$ cat src/rtl/ysyx_mem_arb.sv
// Two-master (IFU / LSU) arbiter and sequencer onto one AXI-lite-style memory port.
// Handles round-robin grant on ties, store strobe/data alignment and load extraction.
module ysyx_mem_arb #(
   parameter int BIT_W = 32
) (
   input  logic             clk,
   input  logic             rst,
   input  logic             ifu_avalid,
   input  logic [BIT_W-1:0] ifu_addr,
   output logic             ifu_rvalid_o,
   output logic [BIT_W-1:0] ifu_rdata_o,
   output logic             ifu_err_o,
   input  logic             lsu_avalid,
   input  logic             lsu_ren,
   input  logic             lsu_wen,
   input  logic [BIT_W-1:0] lsu_addr,
   input  logic [BIT_W-1:0] lsu_wdata,
   input  logic [1:0]       lsu_size,
   input  logic             lsu_signed,
   output logic             lsu_rvalid_o,
   output logic             lsu_wready_o,
   output logic [BIT_W-1:0] lsu_rdata_o,
   output logic             lsu_err_o,
   output logic             mem_arvalid,
   input  logic             mem_arready,
   output logic [BIT_W-1:0] mem_araddr,
   input  logic             mem_rvalid,
   output logic             mem_rready,
   input  logic [BIT_W-1:0] mem_rdata,
   input  logic [1:0]       mem_rresp,
   output logic             mem_awvalid,
   input  logic             mem_awready,
   output logic [BIT_W-1:0] mem_awaddr,
   output logic             mem_wvalid,
   input  logic             mem_wready,
   output logic [BIT_W-1:0] mem_wdata,
   output logic [3:0]       mem_wstrb,
   input  logic             mem_bvalid,
   output logic             mem_bready,
   input  logic [1:0]       mem_bresp
);

   typedef enum logic [2:0] {IDLE, AR, R, AW_W, B, RESP} state_t;

   state_t           state, state_nxt;
   logic             last_lsu, gnt_lsu, is_load_q;
   logic [BIT_W-1:0] addr_q, wdata_q;
   logic [1:0]       size_q;
   logic             signed_q, err_q, aw_done, w_done;
   logic [3:0]       strb_q;

   logic             any_req, pick_lsu, aw_ok, w_ok;
   logic [1:0]       off;
   logic [3:0]       st_strb;
   logic [BIT_W-1:0] st_data, ld_shift, ld_data;

   // LSU wins a tie only if the IFU was granted last
   assign any_req  = ifu_avalid | lsu_avalid;
   assign pick_lsu = lsu_avalid & (~ifu_avalid | ~last_lsu);
   assign off      = lsu_addr[1:0];
   assign aw_ok    = aw_done | mem_awready;
   assign w_ok     = w_done | mem_wready;

   always_comb begin
      st_strb = 4'hF;
      st_data = lsu_wdata;
      case (lsu_size)
         2'd0: begin
            st_strb = 4'b0001 << off;
            st_data = lsu_wdata << {off, 3'b000};
         end
         2'd1: begin
            st_strb = off[1] ? 4'b1100 : 4'b0011;
            st_data = off[1] ? (lsu_wdata << 16) : lsu_wdata;
         end
         default: ;
      endcase
   end

   always_comb begin
      ld_shift = mem_rdata;
      ld_data  = mem_rdata;
      case (size_q)
         2'd0: begin
            ld_shift = mem_rdata >> {addr_q[1:0], 3'b000};
            ld_data  = {{(BIT_W-8){signed_q & ld_shift[7]}}, ld_shift[7:0]};
         end
         2'd1: begin
            ld_shift = mem_rdata >> {addr_q[1], 4'b0000};
            ld_data  = {{(BIT_W-16){signed_q & ld_shift[15]}}, ld_shift[15:0]};
         end
         default: ;
      endcase
   end

   always_comb begin
      state_nxt = state;
      case (state)
         IDLE: begin
            if (any_req) begin
               if (!pick_lsu)    state_nxt = AR;
               else if (lsu_wen) state_nxt = AW_W;
               else if (lsu_ren) state_nxt = AR;
               else              state_nxt = RESP;
            end
         end
         AR:      if (mem_arready) state_nxt = R;
         R:       if (mem_rvalid) state_nxt = RESP;
         AW_W:    if (aw_ok && w_ok) state_nxt = B;
         B:       if (mem_bvalid) state_nxt = RESP;
         RESP:    state_nxt = IDLE;
         default: state_nxt = IDLE;
      endcase
   end

   // Request fields are frozen at grant so the masters may change inputs freely
   always_ff @(posedge clk or negedge rst) begin
      if (!rst) begin
         state       <= IDLE;
         last_lsu    <= 1'b0;
         gnt_lsu     <= 1'b0;
         is_load_q   <= 1'b0;
         addr_q      <= '0;
         wdata_q     <= '0;
         size_q      <= 2'd0;
         signed_q    <= 1'b0;
         strb_q      <= 4'h0;
         err_q       <= 1'b0;
         aw_done     <= 1'b0;
         w_done      <= 1'b0;
         ifu_rdata_o <= '0;
         lsu_rdata_o <= '0;
      end else begin
         state <= state_nxt;
         case (state)
            IDLE: begin
               if (any_req) begin
                  gnt_lsu  <= pick_lsu;
                  last_lsu <= pick_lsu;
                  err_q    <= 1'b0;
                  aw_done  <= 1'b0;
                  w_done   <= 1'b0;
                  if (pick_lsu) begin
                     is_load_q <= ~lsu_wen & lsu_ren;
                     addr_q    <= lsu_addr;
                     size_q    <= lsu_size;
                     signed_q  <= lsu_signed;
                     strb_q    <= st_strb;
                     wdata_q   <= st_data;
                  end else begin
                     is_load_q <= 1'b1;
                     addr_q    <= ifu_addr;
                     size_q    <= 2'd2;
                     signed_q  <= 1'b0;
                     strb_q    <= 4'h0;
                     wdata_q   <= '0;
                  end
               end
            end
            R: begin
               if (mem_rvalid) begin
                  err_q <= |mem_rresp;
                  if (gnt_lsu) lsu_rdata_o <= ld_data;
                  else         ifu_rdata_o <= mem_rdata;
               end
            end
            AW_W: begin
               if (mem_awready) aw_done <= 1'b1;
               if (mem_wready)  w_done  <= 1'b1;
            end
            B: if (mem_bvalid) err_q <= |mem_bresp;
            default: ;
         endcase
      end
   end

   assign mem_arvalid  = (state == AR);
   assign mem_araddr   = addr_q;
   assign mem_rready   = (state == R);
   assign mem_awvalid  = (state == AW_W) & ~aw_done;
   assign mem_awaddr   = addr_q;
   assign mem_wvalid   = (state == AW_W) & ~w_done;
   assign mem_wdata    = wdata_q;
   assign mem_wstrb    = strb_q;
   assign mem_bready   = (state == B);

   assign ifu_rvalid_o = (state == RESP) & ~gnt_lsu;
   assign ifu_err_o    = (state == RESP) & ~gnt_lsu & err_q;
   assign lsu_rvalid_o = (state == RESP) & gnt_lsu & is_load_q;
   assign lsu_wready_o = (state == RESP) & gnt_lsu & ~is_load_q;
   assign lsu_err_o    = (state == RESP) & gnt_lsu & err_q;

endmodule
$ cat config.mk
export PLATFORM = sky130hd
export DESIGN_NAME = ysyx_mem_arb
export DESIGN_NICKNAME = d
export VERILOG_FILES = /design/src/rtl/ysyx_mem_arb.sv
export SDC_FILE = /design/constraint.sdc
export NUM_CORES = 1
export LEC_CHECK = 0
export ABC_AREA = 1
export BUFFER_PORTS_ARGS = -buffer_cell sky130_fd_sc_hd__buf_2
export CAP_MARGIN = 20
export CORE_UTILIZATION = 40
export DETAILED_ROUTE_END_ITERATION = 8
export PLACE_DENSITY = 0.79
export SYNTH_ARGS = -nofsm -noshare
export SYNTH_HDL_FRONTEND = slang
export SYNTH_SLANG_ARGS = --single-unit
$ cat constraint.sdc
create_clock -name clk -period 1.5 [get_ports clk]
set_input_delay 0.075 -clock clk [delete_from_list [all_inputs] [get_ports clk]]
set_output_delay 0.075 -clock clk [all_outputs]
set_load 0.05 [all_outputs]
# Word level (Yosys, flattened, before mapping)
# Index checks and enable logic that the tools add are counted.
op_classes:
  n_addsub: 0
  mul: 0
  n_div: 0
  n_lt_le_gt_ge: 0
  eq_ne: 14
  shifts: 4
  n_mux: 28
  bitwise_logic: 22
  reduce_logical: 15
ops:
  columns: ["op", "count"]
  rows:
  - ["$pmux 32 s2", 2]
  - ["$mux 32", 3]
  - ["$shl 32x5->32", 1]
  - ["$shr 32x5->16", 1]
  - ["$shr 32x5->8", 1]
  - ["$mux 3", 8]
  - ["$pmux 3 s5", 1]
  - ["$and 1x1->1", 12]
  - ["$ne 2x2->1 const B", 6]
  - ["$reduce_and 3->1", 4]
  - ["$mux 4", 2]
  - ["$pmux 4 s2", 1]
  - ["$mux 1", 7]
  - ["$eq 3x2->1 const B", 2]
  - ["$eq 3x3->1 const B", 2]
  - ["$not 1->1", 6]
  - ["$reduce_and 5->1", 1]
  - ["$eq 2x1->1 const B", 2]
  - ["$logic_not 2->1", 2]
  - ["$or 1x1->1", 4]
  - ["$pmux 1 s2", 2]
  - ["$reduce_and 4->1", 1]
  - ["$reduce_or 2->1", 2]
  - ["$shl 1x2->4 const A", 1]
  - ["other kinds (9)", 9]
totals:
  reg_bits: 143
  latchBits: 0
  ram_bits: 0
  mem_bits_ro: 0
  input_bits: 146
  out_inout_bits: 174
  wordCells: 96
  mem_count: 0

# Depth between registers and ports, before layout
depth:
  depth_word: 6
  mapped_depth: 10

# Worst setup path after synthesis
# Ideal clock, no wire load.
synth_path:
  path_type: "register -> register"
  start: "register state[1]"
  end: "register err_q"
  setup_ns: 0.066
  arrival_ns: 1.757
  required_time_ns: 1.434
  setup_slack_ns: -0.323
  stages_incl_launch_ff: 8
  synth_period_minus_slack_ns: 1.823
  cell_sequence: "dfrtp_1 > inv_1 > nand2_1 > nor2_1 > o21ai_0 > nand2_1 > nand3_1 > nand2_1"
synth_between:
  elab_chain_cells: 3
  elab_cells_between_ends: 9
  classes_between: "5 x eq/ne; 1 x mux; 3 x reduce/logical"
synth_lines:
  columns: ["element", "line_no", "rtl"]
  rows:
  - ["start, declared", "45", "state_t state, state_nxt;"]
  - ["start signal, assigned", "134", "state <= state_nxt;"]
  - ["$eq 3x3->1 (*)", null, null]
  - ["via mem_bready", "39", "output logic mem_bready,"]
  - ["$ne 2x2->1 (no source line) / $reduce_bool 3->1 (equally long branches)", null, null]
  - ["$reduce_and 4->1 (no source line)", null, null]
  - ["end signal, assigned", "162", "err_q <= |mem_rresp;"]
  - ["end signal, assigned", "171", "B: if (mem_bvalid) err_q <= |mem_bresp;"]
  - ["end, declared", "49", "logic signed_q, err_q, aw_done, w_done;"]
# Mark *: on every way through the listed nets, which the timed path passes. The rest lies on a longest branch.
# A chain may end at the register's enable or synchronous reset.

# Worst setup path in the final report
layout_path:
  start: "register state[1]"
  end: "register addr_q[11] (netlist: mem_araddr[11])"
layout_between:
  elab_chain_cells: 2
layout_lines:
  columns: ["element", "line_no", "rtl"]
  rows:
  - ["$logic_not 3->1", "135", "case (state)"]
  - ["$reduce_and 2->1 (no source line)", null, null]
  - ["end signal, assigned", "145", "addr_q <= lsu_addr;"]
  - ["end signal, assigned", "152", "addr_q <= ifu_addr;"]
  - ["end, declared", "47", "logic [BIT_W-1:0] addr_q, wdata_q;"]
# Every way passes these cells.

==> impl_metrics.py <==
metrics = {
    "synth": {
        "synth_top_family_by_area": "simple AND/OR/NAND/NOR gates",
        "synth.avg_cell_area_um2": 7.38,
        "synth_cell_types": 30,
        "synth.top_cell.area_share_pct": 45.7,
        "yosys-top-cells-count": "354 x nand2_1, 143 x dfrtp_1, 129 x inv_1, 119 x o21ai_0, 60 x nor2_1",
        "synth_fa_ha_area_share_pct": 0,
        "ys_seq_area_share_pct": 45.7,
        "yosysTopAreaCell": "dfrtp_1",
        "yosys.area_share.simple_pct": 24.2,
        "synth-xor-area-share_pct": 0,
        "yosysMostFrequentCell": "nand2_1",
        "syn_inst": 1061,
        "yosys_warnings": 0,
        "synth_area_leaders": "dfrtp_1 46%, nand2_1 17%, o21ai_0 7.6%",
        "synth_seq_cells": 143,
        "synth_edf_count": 0,
        "synth_flop_cell": "dfrtp_1",
        "synthMuxAreaShare_pct": 0,
        "synth_area_um2": 7830,
        "synth_compound_area_share_pct": 16.5,
        "syn_nets": 1207,
        "async_flop_share_pct": 100,
    },
    "cts": {
        "cts.sinks": 143,
        "clk_path_buf_depth": 2,
        "cts.clk_slew.worst_paths_ns": 0.07,
        "cts_buffers": 17,
        "cts_root_buf": "clkbuf_16",
        "clk_latency_ns": 0.43,
        "cts_tree": "built",
        "htree_levels": 4,
    },
    "timing": {
        "worst_slew_pin_slew_ns": 0.507,
        "fin_setup_tns_ns": -4.05,
        "period_share_pct": 107,
        "rsz0062_at_grt": "yes",
        "max_freq_ghz": 0.624,
        "slew_viol_final": 0,
        "max-slew-margin-rel_pct": 66.2,
        "setup_slack_ns": -0.104,
        "finalSetupViolCount": 77,
        "hold_viol_final": 0,
        "finClkSkew_ns": 0.0164,
        "worst_hold_slack_ns": 0.0144,
        "final.min_clock_period_ns": 1.60,
    },
    "floorplanning": {
        "ios": 320,
        "die_x_um": 142,
        "start_util_pct": 41.3,
        "core_area_um2": 19000,
        "dieArea_um2": 20100,
        "die_y_um": 142,
        "rows": 50,
    },
    "min_path": {
        "hp-class": "input port to flip-flop",
    },
    "placed_design": {
        "routabilityCongestion": 0.924,
        "port_buffers": 319,
        "placed_cells": 1596,
        "hpwlAfterDp_um": 19100,
    },
    "detailed_routing": {
        "dr_total_vias": 8995,
        "viasPerCell": 5.14,
        "antenna_left": 0,
        "wirelength_um": 30200,
        "drc_errors": 0,
        "wl_per_cell_um": 17.3,
        "dr.pass1.iters": 8,
        "drtIter0Drc": 736,
    },
    "final_layout": {
        "regArea_um2": 3580,
        "final_cells": 1750,
        "final_util_pct": 61.6,
        "fillers": 1557,
        "final_nets": 1620,
        "multi_input_area_um2": 3310,
        "area_growth_pct": 49.2,
        "layout-drive-gt1-share_pct": 31.5,
    },
    "global_routing": {
        "grt_pass1_wl_um": 45200,
        "antenna_found_initial": 4,
        "grt_use_total_pct": 29.1,
        "grt_max_degree": 65,
        "grt_overflow_total": 0,
        "grt_pass1_vias": 8821,
    },
    "run_status": {
        "violations": "setup timing",
        "status": "complete, but fails checks",
    },
    "critical_path": {
        "required_ns": 1.79,
        "worst-endpoint-arrival_ns": 1.90,
        "end_kind": "flip-flop",
        "crit_path_max_fanout": 17,
        "critPathLaunchType": "flip-flop",
        "path_class": "flip-flop to flip-flop",
    },
    "pwr": {
        "ir_worst_vdd_mv": 3.18,
        "powerDensity_nw_per_um2": 2380,
        "p_leak_nw": 6.43,
        "p_total_w": 0.0278,
    },
    "flow_run": {
        "maxCapViolations": 0,
    },
}
==> report_power, final <==
part | leakage (nW) | switching (W) | internal, W
registers | 1.76 | 0.00120 | 0.00558
logic | 4.39 | 0.0124 | 0.00432
clock network | 0.279 | 0.00191 | 0.00234
==> cell families (layout without fill, tap and decap cells) <==
family                 after synthesis  in the layout
DFF                                143            143
buffers and inverters              217            643
other                                0              3
and+or+nand+nor                    463            463
AOI/OAI and AO/OA                  238            238
==> critical path, cell delays in order (launching register included) <==
cell and delay (ns):
dfrtp_1 0.40, buf_4 0.16, nor2_4 0.11, nand2_4 0.09, a21oi_4 0.17, buf_12 0.16
inv_8 0.07, buf_12 0.15, nand2_1 0.08, o21ai_1 0.08
==> path summary, 6_finish.rpt <==
path | startpoint | to | slack, ns | depth (start not counted)
min reg2reg | mem_wstrb[2] | mem_wstrb[2] | 0.47 | 2
max reg2reg | state[1] | mem_araddr[11] | -0.10 | 9
max | state[1] | mem_araddr[11] | -0.10 | 9
max in group asynchronous | rst | lsu_rdata_o[5] | 0.80 | 3
min | ifu_addr[0] | mem_araddr[0] | 0.01 | 3
min in group asynchronous | rst | ifu_rdata_o[10] | 0.10 | 2
==> registers in the layout, summed over array words and instances (netlist names) <==
register / flops
ifu_rdata_o: 32
mem_wstrb: 4
mem_araddr: 32
signed_q: 1
lsu_rdata_o: 32
err_q: 1
w_done: 1
size_q: 2
is_load_q: 1
mem_wdata: 32
gnt_lsu: 1
state: 3
aw_done: 1
==> cell usage in the layout, fill, tap and decap left out, types with 15 or more instances in the layout <==
cell type      synthesis  layout
nand3_1               27      27
o21ai_0              119     101
buf_4                 41      29
nor2_1                60      49
dlygate4sd3_1          0     108
inv_1                129     126
o21ai_1               33      50
nand2_1              354     351
a21oi_1               47      34
dfrtp_1              143     140
buf_2                 13     308
buf_6                 10      15
clkbuf_16              0      21
a21oi_2               13      25
==> stage by stage <==
step                      cell area [µm²]  setup WS [ns]
after CTS                           11400        -0.0848
after global placement               9660         0.0685
after detailed placement             9660        -0.0659
final                               11700         -0.104
after floorplan                      7910        -0.0568
after global routing                11700         -0.181
==> per-layer routing <==
| layer | part of all wire (%) | up-vias | global-route usage, % |
|---|---|---|---|
| met5 | 0.043 | - | 0 |
| met4 | 4.8 | 2 | 14.9 |
| met3 | 8.6 | 125 | 6.31 |
| met2 | 49 | 602 | 49.3 |
| met1 | 37 | 4113 | 34.7 |
| li1 | - | 4153 | - |
==> cell type report <==
class                      instances  share of cell area (%)
timing repair buffer             477                    28.7
tap                              260                    2.79
antenna                            3                  0.0643
multi-input combinational        701                    28.4
clock inverter                    15                    1.26
sequential                       143                    30.7
inverter                         134                    4.44
clock buffer                      17                    3.64
==> what timing repair did <==
action                     4_1_cts  5_1_grt
hold endpoints to repair       224        0
resized for setup               34       42
pin swaps                        3        7
setup buffers                    3        2
setup endpoints to repair       19      110
hold buffers                   108        0
gates cloned                     0        6
Note: power is estimated with default switching activity, not from simulation.
